--- config.mk ---
export PLATFORM = sky130hd
export DESIGN_NAME = vga_fb_arbiter_flat
export DESIGN_NICKNAME = d
export VERILOG_FILES = /design/src/rtl/vga_fb_arbiter_if.sv /design/src/rtl/vga_fb_arbiter.sv /design/src/flat_wrapper.sv
export SDC_FILE = /design/constraint.sdc
export NUM_CORES = 1
export LEC_CHECK = 0
export ABC_AREA = 1
export BUFFER_PORTS_ARGS = -buffer_cell sky130_fd_sc_hd__buf_2
export CAP_MARGIN = 20
export CORE_MARGIN = 2
export CORE_UTILIZATION = 40
export DETAILED_ROUTE_END_ITERATION = 8
export PLACE_DENSITY = 0.71
export SKIP_CTS_REPAIR_TIMING = 1
export SLEW_MARGIN = 20
export SYNTH_ARGS = -nofsm -noshare
export SYNTH_HDL_FRONTEND = slang
export SYNTH_SLANG_ARGS = --single-unit
--- constraint.sdc ---
create_clock -name clk -period 1.6 [get_ports clk]
set_input_delay 0.08 -clock clk [delete_from_list [all_inputs] [get_ports clk]]
set_output_delay 0.08 -clock clk [all_outputs]
set_load 0.01 [all_outputs]
--- src/rtl/vga_fb_arbiter_if.sv ---
// Frame-buffer arbiter bus bundle: VGA read port, processor port and RAM port.
//
// Processor handshake: a request is accepted on a rising edge where cpu_req
// and cpu_ready are both 1; cpu_we/cpu_addr/cpu_wdata are sampled on that
// edge only. cpu_ready depends only on registered state, never on cpu_req.
// Responses carry no back-pressure: vga_valid and cpu_rvalid are one-cycle
// pulses that the consumer must take when they are high.
//
// slave  = arbiter side (takes VGA/processor requests, drives the RAM port).
// master = environment side (requesters and the RAM model).
interface vga_fb_arbiter_if #(
    parameter int ADDR_W = 19,
    parameter int DATA_W = 8
);
    logic              vga_req;
    logic [ADDR_W-1:0] vga_addr;
    logic [DATA_W-1:0] vga_data;
    logic              vga_valid;

    logic              cpu_req;
    logic              cpu_ready;
    logic              cpu_we;
    logic [ADDR_W-1:0] cpu_addr;
    logic [DATA_W-1:0] cpu_wdata;
    logic [DATA_W-1:0] cpu_rdata;
    logic              cpu_rvalid;

    logic [ADDR_W-1:0] mem_addr;
    logic              mem_we;
    logic [DATA_W-1:0] mem_wdata;
    logic [DATA_W-1:0] mem_rdata;

    // Holding-register FSM state for observation (1 = request held)
    logic              fsm_state;

    modport slave (
        input  vga_req, vga_addr,
        output vga_data, vga_valid,
        input  cpu_req, cpu_we, cpu_addr, cpu_wdata,
        output cpu_ready, cpu_rdata, cpu_rvalid,
        output mem_addr, mem_we, mem_wdata,
        input  mem_rdata,
        output fsm_state
    );

    modport master (
        output vga_req, vga_addr,
        input  vga_data, vga_valid,
        output cpu_req, cpu_we, cpu_addr, cpu_wdata,
        input  cpu_ready, cpu_rdata, cpu_rvalid,
        input  mem_addr, mem_we, mem_wdata,
        output mem_rdata,
        input  fsm_state
    );
endinterface

--- src/rtl/vga_fb_arbiter.sv ---
// Single-port frame-buffer arbiter. VGA scan-out reads have strict priority;
// one processor request is parked in a holding register and issued in the
// first cycle VGA leaves the RAM idle. A sticky flag reports processor
// requests that waited STARVE_LIMIT contended cycles.
module vga_fb_arbiter #(
    parameter int ADDR_W       = 19,
    parameter int DATA_W       = 8,
    parameter int FB_SIZE      = 307200,
    parameter int STARVE_LIMIT = 800
) (
    input  logic            clk,
    input  logic            rst,
    vga_fb_arbiter_if.slave bus,
    input  logic            starve_clr,
    output logic            starve
);
    localparam logic [ADDR_W:0] FB_LIMIT = (ADDR_W+1)'(FB_SIZE);
    localparam logic [15:0]     LIMIT_W  = 16'(STARVE_LIMIT);

    typedef enum logic {
        S_EMPTY = 1'b0,
        S_HELD  = 1'b1
    } state_t;

    // Who owns the RAM read data returning next cycle
    typedef enum logic [1:0] {
        TAG_NONE    = 2'd0,
        TAG_VGA     = 2'd1,
        TAG_CPU_RD  = 2'd2,
        TAG_CPU_OOR = 2'd3
    } tag_t;

    state_t            state_q, state_d;
    logic              held_we_q, held_we_d;
    logic [ADDR_W-1:0] held_addr_q, held_addr_d;
    logic [DATA_W-1:0] held_wdata_q, held_wdata_d;
    tag_t              tag_q, tag_d;
    logic [DATA_W-1:0] vga_data_q, vga_data_d;
    logic              vga_valid_q, vga_valid_d;
    logic [DATA_W-1:0] cpu_rdata_q, cpu_rdata_d;
    logic              cpu_rvalid_q, cpu_rvalid_d;
    logic [15:0]       wait_cnt_q, wait_cnt_d;
    logic              starve_q, starve_d;

    logic              held_in_range;
    logic              starve_set;
    logic [ADDR_W-1:0] mem_addr_c;
    logic              mem_we_c;
    logic [DATA_W-1:0] mem_wdata_c;

    assign held_in_range = ({1'b0, held_addr_q} < FB_LIMIT);

    // RAM grant: VGA first, then the held request; RAM idle while in reset
    always_comb begin
        mem_addr_c  = '0;
        mem_we_c    = 1'b0;
        mem_wdata_c = '0;
        tag_d       = TAG_NONE;
        if (!rst) begin
            tag_d = TAG_NONE;
        end else if (bus.vga_req) begin
            mem_addr_c = bus.vga_addr;
            tag_d      = TAG_VGA;
        end else if (state_q == S_HELD) begin
            mem_addr_c  = held_addr_q;
            mem_we_c    = held_we_q & held_in_range;
            mem_wdata_c = held_wdata_q;
            if (!held_we_q) begin
                tag_d = held_in_range ? TAG_CPU_RD : TAG_CPU_OOR;
            end
        end
    end

    // Next state: holding FSM, wait counter, starve flag, response capture
    always_comb begin
        state_d      = state_q;
        held_we_d    = held_we_q;
        held_addr_d  = held_addr_q;
        held_wdata_d = held_wdata_q;
        wait_cnt_d   = wait_cnt_q;
        starve_set   = 1'b0;

        vga_valid_d  = (tag_q == TAG_VGA);
        vga_data_d   = (tag_q == TAG_VGA) ? bus.mem_rdata : vga_data_q;
        cpu_rvalid_d = (tag_q == TAG_CPU_RD) || (tag_q == TAG_CPU_OOR);
        case (tag_q)
            TAG_CPU_RD:  cpu_rdata_d = bus.mem_rdata;
            TAG_CPU_OOR: cpu_rdata_d = '0;
            default:     cpu_rdata_d = cpu_rdata_q;
        endcase

        case (state_q)
            S_EMPTY: begin
                if (bus.cpu_req) begin
                    state_d      = S_HELD;
                    held_we_d    = bus.cpu_we;
                    held_addr_d  = bus.cpu_addr;
                    held_wdata_d = bus.cpu_wdata;
                    wait_cnt_d   = '0;
                end
            end
            default: begin
                if (bus.vga_req) begin
                    // Blocked by scan-out: count the wait, saturating
                    if (wait_cnt_q != 16'hFFFF) begin
                        wait_cnt_d = wait_cnt_q + 16'd1;
                        starve_set = ((wait_cnt_q + 16'd1) == LIMIT_W);
                    end
                end else begin
                    // Issued this cycle by the grant logic
                    state_d = S_EMPTY;
                end
            end
        endcase

        if (starve_set) begin
            starve_d = 1'b1;
        end else if (starve_clr) begin
            starve_d = 1'b0;
        end else begin
            starve_d = starve_q;
        end
    end

    // State registers; reset discards the held request and in-flight responses
    always_ff @(posedge clk or negedge rst) begin
        if (!rst) begin
            state_q      <= S_EMPTY;
            held_we_q    <= 1'b0;
            held_addr_q  <= '0;
            held_wdata_q <= '0;
            tag_q        <= TAG_NONE;
            vga_data_q   <= '0;
            vga_valid_q  <= 1'b0;
            cpu_rdata_q  <= '0;
            cpu_rvalid_q <= 1'b0;
            wait_cnt_q   <= '0;
            starve_q     <= 1'b0;
        end else begin
            state_q      <= state_d;
            held_we_q    <= held_we_d;
            held_addr_q  <= held_addr_d;
            held_wdata_q <= held_wdata_d;
            tag_q        <= tag_d;
            vga_data_q   <= vga_data_d;
            vga_valid_q  <= vga_valid_d;
            cpu_rdata_q  <= cpu_rdata_d;
            cpu_rvalid_q <= cpu_rvalid_d;
            wait_cnt_q   <= wait_cnt_d;
            starve_q     <= starve_d;
        end
    end

    assign bus.mem_addr   = mem_addr_c;
    assign bus.mem_we     = mem_we_c;
    assign bus.mem_wdata  = mem_wdata_c;
    assign bus.vga_data   = vga_data_q;
    assign bus.vga_valid  = vga_valid_q;
    assign bus.cpu_rdata  = cpu_rdata_q;
    assign bus.cpu_rvalid = cpu_rvalid_q;
    assign bus.cpu_ready  = (state_q == S_EMPTY);
    assign bus.fsm_state  = (state_q == S_HELD);
    assign starve         = starve_q;
endmodule

--- src/flat_wrapper.sv ---
// flat-port wrapper written by rule: the top's interface ports become plain ports
module vga_fb_arbiter_flat 
#(
    parameter int ADDR_W       = 19,
    parameter int DATA_W       = 8,
    parameter int FB_SIZE      = 307200,
    parameter int STARVE_LIMIT = 800
)
  (clk, rst, starve_clr, starve, bus_vga_req, bus_vga_addr, bus_vga_data, bus_vga_valid, bus_cpu_req, bus_cpu_we, bus_cpu_addr, bus_cpu_wdata, bus_cpu_ready, bus_cpu_rdata, bus_cpu_rvalid, bus_mem_addr, bus_mem_we, bus_mem_wdata, bus_mem_rdata, bus_fsm_state);
  vga_fb_arbiter_if #(.ADDR_W(ADDR_W), .DATA_W(DATA_W)) bus_i ();
  input  logic clk;
  input  logic rst;
  input  logic starve_clr;
  output logic starve;
  input wire logic [$bits(bus_i.vga_req)-1:0] bus_vga_req;
  input wire logic [$bits(bus_i.vga_addr)-1:0] bus_vga_addr;
  output wire logic [$bits(bus_i.vga_data)-1:0] bus_vga_data;
  output wire logic [$bits(bus_i.vga_valid)-1:0] bus_vga_valid;
  input wire logic [$bits(bus_i.cpu_req)-1:0] bus_cpu_req;
  input wire logic [$bits(bus_i.cpu_we)-1:0] bus_cpu_we;
  input wire logic [$bits(bus_i.cpu_addr)-1:0] bus_cpu_addr;
  input wire logic [$bits(bus_i.cpu_wdata)-1:0] bus_cpu_wdata;
  output wire logic [$bits(bus_i.cpu_ready)-1:0] bus_cpu_ready;
  output wire logic [$bits(bus_i.cpu_rdata)-1:0] bus_cpu_rdata;
  output wire logic [$bits(bus_i.cpu_rvalid)-1:0] bus_cpu_rvalid;
  output wire logic [$bits(bus_i.mem_addr)-1:0] bus_mem_addr;
  output wire logic [$bits(bus_i.mem_we)-1:0] bus_mem_we;
  output wire logic [$bits(bus_i.mem_wdata)-1:0] bus_mem_wdata;
  input wire logic [$bits(bus_i.mem_rdata)-1:0] bus_mem_rdata;
  output wire logic [$bits(bus_i.fsm_state)-1:0] bus_fsm_state;
  assign bus_i.vga_req = bus_vga_req;
  assign bus_i.vga_addr = bus_vga_addr;
  assign bus_vga_data = bus_i.vga_data;
  assign bus_vga_valid = bus_i.vga_valid;
  assign bus_i.cpu_req = bus_cpu_req;
  assign bus_i.cpu_we = bus_cpu_we;
  assign bus_i.cpu_addr = bus_cpu_addr;
  assign bus_i.cpu_wdata = bus_cpu_wdata;
  assign bus_cpu_ready = bus_i.cpu_ready;
  assign bus_cpu_rdata = bus_i.cpu_rdata;
  assign bus_cpu_rvalid = bus_i.cpu_rvalid;
  assign bus_mem_addr = bus_i.mem_addr;
  assign bus_mem_we = bus_i.mem_we;
  assign bus_mem_wdata = bus_i.mem_wdata;
  assign bus_i.mem_rdata = bus_mem_rdata;
  assign bus_fsm_state = bus_i.fsm_state;
  vga_fb_arbiter #(.ADDR_W(ADDR_W), .DATA_W(DATA_W), .FB_SIZE(FB_SIZE), .STARVE_LIMIT(STARVE_LIMIT)) u_core (.clk(clk), .rst(rst), .bus(bus_i), .starve_clr(starve_clr), .starve(starve));
endmodule
==> flow_summary.yaml <==
status:
  status: "finished, violations left"
  violations: "hold timing, setup timing"
critical_path:
  critPathArrivalTime_ns: 1.66
  cp_cell_sequence: "inv_2 > nor2_4 > buf_4 > a22oi_1 > nor2_1 > buf_2"
  cp.required_ns: 1.52
  cp_slowest_cell: "dfrtp_1"
  crit_path_max_fanout: 9
  worst_setup_path_start_kind: "flop"
  end_kind: "output pin"
  crit_buf_inv: 3
  crit_type: "flop to output pin"
  cpLargestDelayFamily: "buffers and inverters"
  cpPeakStageDelay_ns: 0.43
grt:
  grt_pass1_wl_um: 12900
  grt_max_degree: 63
  antenna_found_initial: 0
  grt_overflow: 0
  grt_pass1_vias: 2901
  grt_usage: 0.184
timing:
  grt_setup_unrepaired: "yes"
  finClkSkew_ns: 0.00682
  tns_ns: -0.691
  hold-worst-slack_ns: -0.0146
  worst_slack_ns: -0.145
  worst_pin_slew_ns: 0.750
  max_slew_margin: 0.500
  finalHoldViolations: 16
  period_needed_ns: 1.74
  slew_viol_final: 0
  min_period_over_period: 1.09
  setup_violations: 18
  clock.fmax_mhz: 573
pwr:
  ir_worst_vdd_uv: 476
  power.density_mw_per_mm2: 1020
  p_leak_uw: 0.00236
  power_uw: 4800
clock_tree:
  cts_buffers: 9
  clockBufferDepth: 2
  root_buffer: "clkbuf_8"
  tritoncts: "built"
  cts_sinks: 66
  worstSkewPairLatency_ns: 0.34
  h-tree-depth: 3
  clk_pin_slew_ns: 0.08
final_layout:
  diodes: 0
  fillers: 694
  final_area_mm2: 0.00469
  final_core_util: 0.579
  final_cell_mix: "buf_2 (102), nand2_1 (68), dfrtp_1 (65), inv_1 (52), nor2_1 (49)"
  areaGrowthSynthToFinish_pct: 42.9
  layout-drive-gt1-share: 0.372
  layout_commonest_cell: "buf_2"
  nets: 596
yosys:
  syn-num-nets: 450
  syn_inst: 389
  yosysWarnings: 0
  syn_area_mm2: 0.00328
  synth_seq_area_share: 0.503
  syn_avg_cell_area_um2: 8.43
  ys_ff_latch: 66
  yosysUniqueCellTypes: 28
place:
  placed_area_mm2: 0.00392
  globalplace.congestion: 0.855
  io_buffer_count: 108
  hpwl_um: 5670
floorplanning:
  chipWidth_um: 94.6
  dieArea_mm2: 0.00894
  die_h_um: 94.6
  num_rows: 33
  start_util: 0.405
  core-area_mm2: 0.00809
  ios: 109
routing:
  drc_errors: 0
  wl_per_cell_um: 13.7
  wirelength_um: 8810
  ant_nets: 0
  via_per_inst: 4.94
  initialDrtViolationCount: 166
  dr.pass1.iters: 5
  vias: 3186
hold_path:
  min_path_type: "input port to flop"
run:
  cap_violations: 0
==> cell families after synthesis <==
kind of cell	Yosys count	share of synthesized area
DFF	66	0.503
xor gates and xnor gates	1	0.00267
AOI/OAI and AO/OA	72	0.141
and+or+nand+nor	166	0.218
adders and majority gates	1	0.00381
muxes	13	0.0446
buffers and inverters	70	0.0858
==> stage by stage <==
stage / cells / worst slack, ns / hold WS, ns
finish: 645 / -0.145 / -0.0146
global route: 645 / -0.191 / 0.00860
CTS: 608 / -0.135 / -0.458
detailed placement: 592 / -0.0158 / -0.0801
global placement: 592 / 0.0719 / -0.0871
floorplan: 389 / 0.110 / -0.216
==> final timing paths <==
kind                                      start                      to  slack, ns  cells after the start
max                        u_core.bus.fsm_state        bus_mem_addr[15]      -0.14                      6
min                            bus_cpu_wdata[7]  u_core.held_wdata_q[7]      -0.01                      3
max reg2reg                u_core.wait_cnt_q[1]           u_core.starve      -0.04                     10
min reg2reg                    u_core.held_we_q         u_core.tag_q[1]       0.44                      1
max in group asynchronous                   rst    u_core.wait_cnt_q[2]       1.09                      2
min in group asynchronous                   rst   u_core.held_addr_q[2]          0                      2
==> tightest hold or removal path, cell delays in order <==
cell and delay (ns):
buf_2 0.08, nor2_1 0.03, a21oi_1 0.10
==> registers in the layout, indices dropped and copies added (netlist names), 2 cells and up <==
name                  count
u_core.held_addr_q       19
u_core.held_wdata_q       8
u_core.bus.vga_data       8
u_core.bus.cpu_rdata      8
u_core.wait_cnt_q        16
u_core.tag_q              2
==> cells in the mapped netlist (all sizes together) <==
cell type / count / share of area
a21oi: 16 / 0.024
a22oi: 19 / 0.043
a31oi: 1 / 0.0019
buf: 8 / 0.015
clkbuf: 8 / 0.0092
dfrtp: 66 / 0.50
ha: 1 / 0.0038
inv: 54 / 0.062
mux2: 13 / 0.045
nand2: 77 / 0.096
nand3: 16 / 0.024
nand4: 6 / 0.013
nor2: 64 / 0.080
nor3: 3 / 0.0046
o21ai: 26 / 0.049
o22ai: 10 / 0.023
xnor2: 1 / 0.0027
==> layer usage <==
layer	up-vias	wire [um]	part of all wire	track usage
met5	-	0	0	0
met1	1478	3750	0.43	0.232
li1	1553	-	-	-
met2	134	4300	0.49	0.308
met3	21	609	0.069	0.0535
met4	0	154	0.017	0.0580
==> layout make-up <==
type                            instances  area [um^2]  share of cell area
Sequential cell                        66         1650               0.352
Multi-Input combinational cell        253         1500               0.321
Timing Repair Buffer                  151         1000               0.214
Inverter                               54          205              0.0438
Tap cell                              105          131              0.0280
Clock buffer                           10          128              0.0272
Clock inverter                          6         65.1              0.0139
==> where the power goes <==
part | internal (uW) | switching, uW
sequential | 1980 | 204
combinational | 565 | 651
clock | 723 | 681
Note: power is estimated with default switching activity, not from simulation.
